===== config.mk =====
export PLATFORM = sky130hd
export DESIGN_NAME = ca_stepper
export DESIGN_NICKNAME = d
export VERILOG_FILES = /design/src/rtl/ca_pkg.sv /design/src/rtl/ca_next_state.sv /design/src/rtl/ca_stepper.sv
export SDC_FILE = /design/constraint.sdc
export NUM_CORES = 1
export LEC_CHECK = 0
export BUFFER_PORTS_ARGS = -buffer_cell sky130_fd_sc_hd__buf_2
export CAP_MARGIN = 15
export CORE_MARGIN = 1
export CORE_UTILIZATION = 45
export CTS_BUF_LIST = sky130_fd_sc_hd__clkbuf_16
export CTS_CLUSTER_SIZE = 25
export DETAILED_ROUTE_END_ITERATION = 12
export GPL_ROUTABILITY_DRIVEN = 0
export PLACE_DENSITY = 0.71
export SYNTH_ARGS = -nofsm -noshare
export SYNTH_HDL_FRONTEND = slang
export SYNTH_SLANG_ARGS = --single-unit

===== constraint.sdc =====
create_clock -name clk -period 2.2 [get_ports clk]
set_input_delay 0.44 -clock clk [delete_from_list [all_inputs] [get_ports clk]]
set_output_delay 0.44 -clock clk [all_outputs]
set_load 0.01 [all_outputs]

===== src/rtl/ca_pkg.sv =====
// Shared types and constants for the cellular-automaton stimulus stepper.
// Imported by the next-state logic and the stepper top level.
package ca_pkg;

    localparam int CA_WIDTH = 8;

    // Generations that must elapse after a load before a repeat report from
    // the downstream checker is trusted (its pipeline is still filling).
    localparam int CHK_FILL = 3;

    typedef enum logic [1:0] {
        ST_IDLE = 2'd0,
        ST_RUN  = 2'd1,
        ST_DONE = 2'd2
    } ca_state_t;

endpackage


===== src/rtl/ca_next_state.sv =====
// Combinational elementary-CA generation step with wrap-around neighbours.
// Rule index per cell is {left (i+1), self, right (i-1)}.
module ca_next_state
    import ca_pkg::*;
#(
    parameter int WIDTH = CA_WIDTH
) (
    input  logic [WIDTH-1:0] s,
    input  logic [7:0]       rule,
    output logic [WIDTH-1:0] next
);

    genvar gi;
    generate
        for (gi = 0; gi < WIDTH; gi++) begin : g_cell
            localparam int LP_L = (gi + 1) % WIDTH;
            localparam int LP_R = (gi + WIDTH - 1) % WIDTH;
            logic [2:0] w_idx;
            assign w_idx    = {s[LP_L], s[gi], s[LP_R]};
            assign next[gi] = rule[w_idx];
        end
    endgenerate

endmodule


===== src/rtl/ca_stepper.sv =====
// 8-cell elementary CA stepper feeding the cycle checker: one generation per
// clock while running; stops on checker repeat, step limit or software stop.
module ca_stepper
    import ca_pkg::*;
#(
    parameter int WIDTH     = CA_WIDTH,
    parameter int MAX_STEPS = 255,
    parameter int CNT_W     = 8
) (
    input  logic             clk,
    input  logic             n_reset,
    input  logic             load,
    input  logic [WIDTH-1:0] seed,
    input  logic [7:0]       rule,
    input  logic             start,
    input  logic             stop,
    input  logic             cycle_in,
    output logic [WIDTH-1:0] state_out,
    output logic             busy,
    output logic             done,
    output logic             done_cycle,
    output logic             done_timeout,
    output logic [CNT_W-1:0] steps
);

    localparam logic [CNT_W-1:0] LP_MAX  = CNT_W'(MAX_STEPS);
    localparam logic [CNT_W-1:0] LP_FILL = CNT_W'(CHK_FILL);

    ca_state_t        r_state;
    logic [WIDTH-1:0] r_gen;
    logic [7:0]       r_rule;
    logic [CNT_W-1:0] r_steps;
    logic             r_done_cycle;
    logic             r_done_timeout;
    logic [WIDTH-1:0] w_next;

    ca_next_state #(.WIDTH(WIDTH)) u_next (
        .s    (r_gen),
        .rule (r_rule),
        .next (w_next)
    );

    // Exits in RUN take the edge without stepping, so steps never passes LP_MAX.
    always_ff @(posedge clk or negedge n_reset) begin
        if (!n_reset) begin
            r_state        <= ST_IDLE;
            r_gen          <= '0;
            r_rule         <= '0;
            r_steps        <= '0;
            r_done_cycle   <= 1'b0;
            r_done_timeout <= 1'b0;
        end else if (load) begin
            r_state        <= ST_IDLE;
            r_gen          <= seed;
            r_rule         <= rule;
            r_steps        <= '0;
            r_done_cycle   <= 1'b0;
            r_done_timeout <= 1'b0;
        end else begin
            case (r_state)
                ST_IDLE: begin
                    if (start && !stop)
                        r_state <= ST_RUN;
                end
                ST_RUN: begin
                    if (stop) begin
                        r_state <= ST_IDLE;
                    end else if (cycle_in && (r_steps >= LP_FILL)) begin
                        r_state      <= ST_DONE;
                        r_done_cycle <= 1'b1;
                    end else if (r_steps == LP_MAX) begin
                        r_state        <= ST_DONE;
                        r_done_timeout <= 1'b1;
                    end else begin
                        r_gen   <= w_next;
                        r_steps <= r_steps + CNT_W'(1);
                    end
                end
                ST_DONE: ;
                default: r_state <= ST_IDLE;
            endcase
        end
    end

    assign state_out    = r_gen;
    assign steps        = r_steps;
    assign busy         = (r_state == ST_RUN);
    assign done         = (r_state == ST_DONE);
    assign done_cycle   = r_done_cycle;
    assign done_timeout = r_done_timeout;

endmodule


After elaboration in Yosys (flattened, before gate mapping)
Index checks and enable logic that the tools add are counted.
{ "classes": {"order_cmp": 9, "eq_ne": 9, "add_sub_neg": 1, "reduce_logical": 11, "muxes": 41} }
{ "ops": {"columns": ["cell", "count"], "rows": [
  ["$mux W8", 10],
  ["$lt A3 B4 Y1 const B", 8],
  ["$bmux W1 S3", 8],
  ["$mux W1", 17],
  ["$mux W2", 5],
  ["$add A8 B1 Y8 const B", 1],
  ["$eq A8 B8 Y1 const B", 1],
  ["$ge A8 B2 Y1 const B", 1],
  ["$ne A2 B2 Y1 const B", 4],
  ["$reduce_and A4 Y1", 2],
  ["$pmux W2 S3", 1],
  ["$reduce_and A3 Y1", 2],
  ["$reduce_bool A2 Y1", 3],
  ["$ne A5 B3 Y1 const B", 1],
  ["$ne A3 B3 Y1 const B", 1],
  ["$eq A2 B1 Y1 const B", 1],
  ["$eq A2 B2 Y1 const B", 1],
  ["$logic_and A1 B1 Y1", 2],
  ["$logic_not A2 Y1", 1],
  ["$logic_not A1 Y1", 1]
]} }
{ "word_totals": {"regBits": 28} }

Longest topological paths before layout
Gate-level depths: netlist of the first run.
{ "depth": {"ltp_word": 7, "mapped_depth": 7, "mapped_depth_nobuf": 5} }

Hierarchy
A second synthesis of the first run with hierarchy kept.
{ "unflattened": {"cells_unflattened": 204, "hier_area_um2": 1919.3} }
{ "by_module_without_submodules": {"columns": ["mod", "n_inst", "cells_each", "area_each_um2"], "rows": [
  ["ca_stepper", 1, 133, 1360.1],
  ["ca_next_state", 1, 71, 559.3]
]} }

Worst setup path after synthesis of the first run
No wires, ideal clock.
{ "synth_path": {"kind": "register to register", "from": "register r_steps[0] (netlist: steps[0])", "to": "register r_steps[5] (netlist: steps[5])", "path_slack_ps": -200, "path_buffers": 1, "arrival_ps": 2276, "stages_incl_launch_ff": 7, "required_time_ps": 2075, "period_less_slack_ps": 2400, "cell_sequence": "dfrtp_1 ha_1 or4_1 o41a_1 buf_6 nor4_1 mux2_2"} }
{ "synth_via": {"elab_chain_len": 6, "word_cells_on_any_way": 12, "classes_between": "1 x add/sub; 1 x order compare; 3 x eq/ne; 5 x mux; 2 x reduce/logical"} }
{ "synth_rtl": {"columns": ["element", "line", "rtl"], "rows": [
  ["from (decl)", "ca_stepper.sv:32", "logic [CNT_W-1:0] r_steps;"],
  ["from (signal assigned)", "ca_stepper.sv:76", "r_steps <= r_steps + CNT_W'(1);"],
  ["$add A8 B1 Y8", "ca_stepper.sv:76", null],
  ["$mux W8", "ca_stepper.sv:71", "end else if (r_steps == LP_MAX) begin"],
  ["$mux W8", "ca_stepper.sv:68", "end else if (cycle_in && (r_steps >= LP_FILL)) begin"],
  ["$mux W8", "ca_stepper.sv:66", "if (stop) begin"],
  ["$mux W8", "ca_stepper.sv:60", "case (r_state)"],
  ["$mux W8", "ca_stepper.sv:52", "end else if (load) begin"]
]} }
Several ways; a longest one is shown, not always the timed one. The select of a mux whose other input is x is not followed.
A chain may end at the register's enable or synchronous reset.

Worst setup path in the final report of the first run
{ "layout_path": {"from": "register r_steps[0] (netlist: steps[0])", "to": "register r_steps[3] (netlist: steps[3])"} }
The elaborated chain is that of the path after synthesis.

==> summary.txt, run 1 <==
register area share after synthesis: 38.4%
DP Worst Slack: -0.0879 ns
Hold WC Path Type: input pin to async pin
Lkg Pwr: 0.996 nW
Cell variety after synth: 28
vias per std cell: 6.09
RR Startpoint: steps[0]
r2r setup slk: -0.04 ns
drt drc: 0
Crit path required time: 2.39 ns
CP cell instances: ha_4 > or4_4 > o41a_1 > or4_1 > a21oi_1
total length of routed wires: 4.67 mm
number of port buffers: 41
Max stage delay on crit path: 0.53 ns
WL/cell: 18.0 µm
Syn Area/Cell: 11.1 µm²
DP HPWL: 3.22 mm
Reg clk slew, reported paths: 0.07 ns
Synth Register Bits: 28
largest net degree at the start of global routing: 29
RSZ-0062 raised after global routing: true
Switch Pwr: 355 µW
Worst Setup SP: steps[0]
Starting Density: 48.4%
Max Fclk: 446 MHz
placed cell area: 0.00218 mm²
Final Slew Violations: 0
die area: 0.00432 mm²
Clock Skew: 0.00300 ns
pwr/cell area: 576 mW/mm²
critical path type: register to register
syn_nets: 187
Net Sw Frac: 26.7%
routed vias: 1577
total chip power: 1.33 mW
layout net count: 235
min Tclk post-route: 2.24 ns
Async SR Flop Fraction: 100%
critical path endpoint: steps[3]
status: finished with violations
H-tree levels: 1
maxcap violations: 0
CTS tree: done
CP arrival: 2.44 ns
Critical-path top delay cell: or4_1
Core Footprint: 0.00377 mm²
Synth Cell Area: 0.00183 mm²
sequential standard cell area: 701 µm²
initial drt markers: 108
commonest non-fill, non-tap cell in the layout: buf_2
fin crit share: 102%
clock latency on the worst-skew pair: 0.27 ns
Least-Margin Pin Slew: 0.636 ns
CTS Root Cell: clkbuf_16
CTS Buf Count: 3
Sequential Power Share: 47.1%
first drt pass iteration count: 4
Longest Clk Path Bufs: 2
Post-synth EDFFs: 0
Gate Count Post-Synth: 164
first-pass GRT wire length: 7.67 mm
initial antenna violation count: 0
Clock Power Share: 31.9%
Routed Antenna Nets: 0
overall die width: 65.7 µm
critical path fanouts, max: 5
CTS Sinks: 28
Final Hold Vio Count: 0
Layout area overhead: 26.2%
Rel. slew slack: 57.6%
reg2reg end: steps[3]
Startpoint Class: register
design area: 0.00231 mm²
element type at the critical path end: register
Total GRT Usage: 23.8%
CTS Hold Bufs: 0
reg2reg path depth: 5
total number of placement rows: 22
vias in the first global route: 1603
failing checks: setup timing
area of the multi-input gates: 0.00111 mm²
logic gate share of total power: 21.1%
Max VDD drop: 386 µV
# fillers: 314
I/O pins: 42
Main synth FF type: dfrtp_1
PnR worst setup slack: -0.0447 ns
total gr overflow: 0
setup TNS: -0.0979 ns
Internal: 973 µW
ratio of cells with drive above 1 in the final layout: 50.2%
commonest cells after routing, fill and taps aside: 41 x buf_2, 28 x dfrtp_1, 20 x mux2_2
Setup violations, final: 3
Ant. Diodes: 0
Ys Warns: 0
Die Ht: 65.7 µm
[kinds of logic (layout without fill, tap and decap cells)]
logic type	after synthesis	count (layout)	synth area share, %
and+or+nand+nor	47	47	13.2
AOI/OAI and AO/OA	33	34	11.3
DFF	28	28	38.4
muxes	36	36	32.1
buffers and inverters	19	65	4.38
adders and majority gates	1	1	0.685
[worst min-delay path by stage]
stage,startpoint,endpoint,slack (ns),cells after the start
2_1_floorplan,n_reset,done_cycle,0.14,0
3_3_place_gp,done_timeout,done_timeout,0.47,2
3_5_place_dp,done_cycle,done_cycle,0.49,2
4_1_cts,n_reset,r_rule[2],0.22,1
5_1_grt,n_reset,r_rule[2],0.25,1
6_report,n_reset,r_rule[2],0.19,1
[critical path: cells and delay by family (launching register included)]
family / cells / cell delay [ns]
AOI/OAI and AO/OA: 2 / 0.59
adders and majority gates: 1 / 0.19
DFF: 1 / 0.43
and+or+nand+nor: 2 / 0.96
[cell type report]
type | instances | share of cell area, %
inverter | 1 | 0.163
clock inverter | 1 | 0.163
sequential | 28 | 30.4
tap | 48 | 2.60
multi-input combinational | 118 | 48.3
timing repair buffer | 60 | 15.1
clock buffer | 3 | 3.26
[state kept, by name, indices dropped and copies added (netlist names)]
signal        count
done_cycle        1
state_out         8
r_rule            8
r_state           2
done_timeout      1
steps             8
[metrics by stage]
step	utilization, %	hold slack (ns)	cells
2_1_floorplan	-	0.144	164
3_3_place_gp	57.9	0.472	253
3_5_place_dp	57.9	0.491	253
4_1_cts	60.5	0.223	259
5_1_grt	61.1	0.251	259
6_report	61.1	0.191	259
[metal layers]
metal  wire length (µm)  vias to the layer above  track usage (%)  share of wire (%)
li1                   -                      725                -                  -
met1               1850                      768             31.4                 40
met2               2400                       75             38.9                 51
met3                343                        9             2.78                7.3
met4                 83                        0             10.9                1.8
met5                  0                        -                0                  0
[power groups by stage]
| stage | Combinational, mW | Clock [mW] | Sequential [mW] |
|---|---|---|---|
| after floorplan | 0.230 | 0 | 0.593 |
| after global placement | 0.267 | 0 | 0.626 |
| after detailed placement | 0.276 | 0 | 0.635 |
| after CTS | 0.279 | 0.430 | 0.625 |
| after global routing | 0.305 | 0.445 | 0.635 |
| final | 0.280 | 0.423 | 0.625 |
[Yosys cell counts (all sizes together) (5+ instances only)]
cell	number	area share (%)
a21oi	12	3.3
clkbuf	15	3.1
dfrtp	28	38
mux2	20	12
mux4	16	20
nand2	8	1.6
nand3	6	1.6
nor2	10	2.1
nor2b	6	2.1
nor3	6	1.6
o21ai	5	1.4
o31ai	8	3.3
[what timing repair did]
item / 4_1_cts / 5_1_grt
endpoints found under the setup margin: 7 / 13
buffers inserted: 1 / 0
gates resized for setup: 0 / 3
pin swaps: 1 / 0
gates cloned: 1 / 0
No activity file was read; power rests on OpenSTA's default activity.
==> inputs of run 2 (changes only) <==
CELL_PAD_IN_SITES_DETAIL_PLACEMENT = 0   (was not set)
CELL_PAD_IN_SITES_GLOBAL_PLACEMENT = 1   (was not set)
CORE_UTILIZATION = 38   (was 45)
PLACE_DENSITY = not set   (was 0.71)
PLACE_DENSITY_LB_ADDON = 0.1   (was not set)
==> run 2 against run 1 <==
The flow finishes with violations (DRC). Sequential cell count did not move. Setup slack improved by 0.057 ns. Cell area fell by 0.22%. Critical path type unchanged. Clock power barely moved. Sequential power barely moved.
==> summary.txt, run 2 (synthesis gave the netlist of run 1 again) <==
status: finished with violations
failing checks: DRC
first-pass GRT wire length: 7.58 mm (-1.1%)
element type at the critical path end: register
design area: 0.00230 mm² (-0.22%)
H-tree levels: 1 (unchanged)
Lkg Pwr: 0.995 nW (-0.12%)
min Tclk post-route: 2.19 ns (-0.0566 ns)
overall die width: 71.3 µm (+8.6%)
Final Slew Violations: 0 (unchanged)
Least-Margin Pin Slew: 0.646 ns (+0.00979 ns)
Routed Antenna Nets: 0 (unchanged)
number of port buffers: 41 (unchanged)
maxcap violations: 0 (unchanged)
CTS Buf Count: 3 (unchanged)
total number of placement rows: 24 (+9.1%)
Ant. Diodes: 0 (unchanged)
total length of routed wires: 4.63 mm (-0.92%)
die area: 0.00509 mm² (+18%)
Layout area overhead: 26.0%
CTS tree: done
drt drc: 3 (+3)
Worst Setup SP: steps[1]
Die Ht: 71.3 µm (+8.6%)
critical path fanouts, max: 5 (unchanged)
RR Startpoint: steps[1]
Startpoint Class: register
fin crit share: 99.5% (-2.6 points)
commonest non-fill, non-tap cell in the layout: buf_2
initial antenna violation count: 0 (unchanged)
Total GRT Usage: 19.3% (-4.5 points)
total gr overflow: 0 (unchanged)
routed vias: 1547 (-1.9%)
largest net degree at the start of global routing: 29 (unchanged)
ratio of cells with drive above 1 in the final layout: 50.5% (+0.24 points)
CP arrival: 2.34 ns (-0.10 ns)
RSZ-0062 raised after global routing: true
I/O pins: 42 (unchanged)
Core Footprint: 0.00447 mm² (+19%)
vias per std cell: 5.90 (-3.0%)
Final Hold Vio Count: 0 (unchanged)
Clock Skew: 0.00195 ns (-0.00105 ns)
CTS Root Cell: clkbuf_16
pwr/cell area: 577 mW/mm² (+0.15%)
Rel. slew slack: 56.9% (-0.65 points)
Longest Clk Path Bufs: 2 (unchanged)
Reg clk slew, reported paths: 0.07 ns (about the same)
commonest cells after routing, fill and taps aside: 41 x buf_2, 28 x dfrtp_1, 20 x mux2_2
CTS Sinks: 28 (unchanged)
placed cell area: 0.00219 mm² (+0.23%)
initial drt markers: 59 (-45%)
clock latency on the worst-skew pair: 0.26 ns (about the same)
Crit path required time: 2.35 ns (-0.04 ns)
vias in the first global route: 1484 (-7.4%)
first drt pass iteration count: 8 (+4)
Max VDD drop: 345 µV (-11%)
WL/cell: 17.7 µm (-2.1%)
Max Fclk: 457 MHz (+2.6%)
Starting Density: 40.8% (-7.6 points)
Hold WC Path Type: input pin to async pin
CTS Hold Bufs: 0 (unchanged)
Setup violations, final: 0 (-3)
DP HPWL: 3.31 mm (+2.7%)
tightest hold margin: 0.195 ns (+0.00492 ns)
layout net count: 235 (unchanged)
critical path type: register to register
run 2: changes by cell type in the layout (fill, tap and decap cells not counted):
| cell | delta |
|---|---|
| o21ai_1 | +1 |
| a21oi_2 | +1 |
| a21oi_1 | -1 |
| buf_4 | -1 |
| clkinv_1 | -1 |
| buf_6 | +1 |
| ha_2 | +1 |
| ha_4 | -1 |
| o21ai_2 | -1 |
run 2: worst max-delay path: stages (launching register included):
cell	delay, ns
dfrtp_1	0.39
ha_2	0.19
or4_4	0.43
o41a_1	0.42
nor4_2	0.28
mux2_2	0.36
run 2: timing repair:
| action | 4_1_cts | 5_1_grt |
|---|---|---|
| pin swaps | 1 | 2 |
| setup buffers | 0 | 1 |
| gates cloned | 1 | 0 |
| gates resized for setup | 0 | 3 |
| setup endpoints to repair | 7 | 11 |
run 2: area by class of cell:
cell class	instances	area [µm²]
Timing Repair Buffer	60	352
Inverter	1	3.75
Clock buffer	3	75.1
Sequential cell	28	701
Fill cell	406	2170
Multi-Input combinational cell	118	1100
Tap cell	52	65.1
run 2: metal layers:
metal	track usage, %	vias to the layer above	wire (µm)
li1	-	731	-
met1	28.8	777	2340
met2	29.9	35	2120
met3	2.53	4	137
met4	4.44	0	36
met5	0	-	0
run 2: stage by stage:
stage	std cells	util (%)	setup slack, ns	TNS (ns)	power (mW)
finish	262	51.4	0.0119	0	1.33
detailed placement	257	48.9	-0.107	-0.292	0.913
floorplan	164	-	-0.0463	-0.110	0.823
CTS	261	50.8	0.00435	0	1.34
global placement	257	48.9	-0.0395	-0.0807	0.902
global route	262	51.4	-0.0582	-0.150	1.39
run 2: where the power goes:
group	leakage [nW]	switching (mW)	internal (mW)
registers	0.356	0.0762	0.546
clock network	0.0370	0.183	0.242
logic	0.602	0.0959	0.185
run 2: worst paths after layout:
path                                 to  slack, ns  cells after the start
min in group clk           state_out[2]       0.38                      3
min                        state_out[0]       0.20                      1
max                            steps[7]       0.01                      5
max reg2reg                    steps[7]       0.01                      5
min reg2reg                done_timeout       0.50                      2
max in group asynchronous      steps[7]       1.59                      1
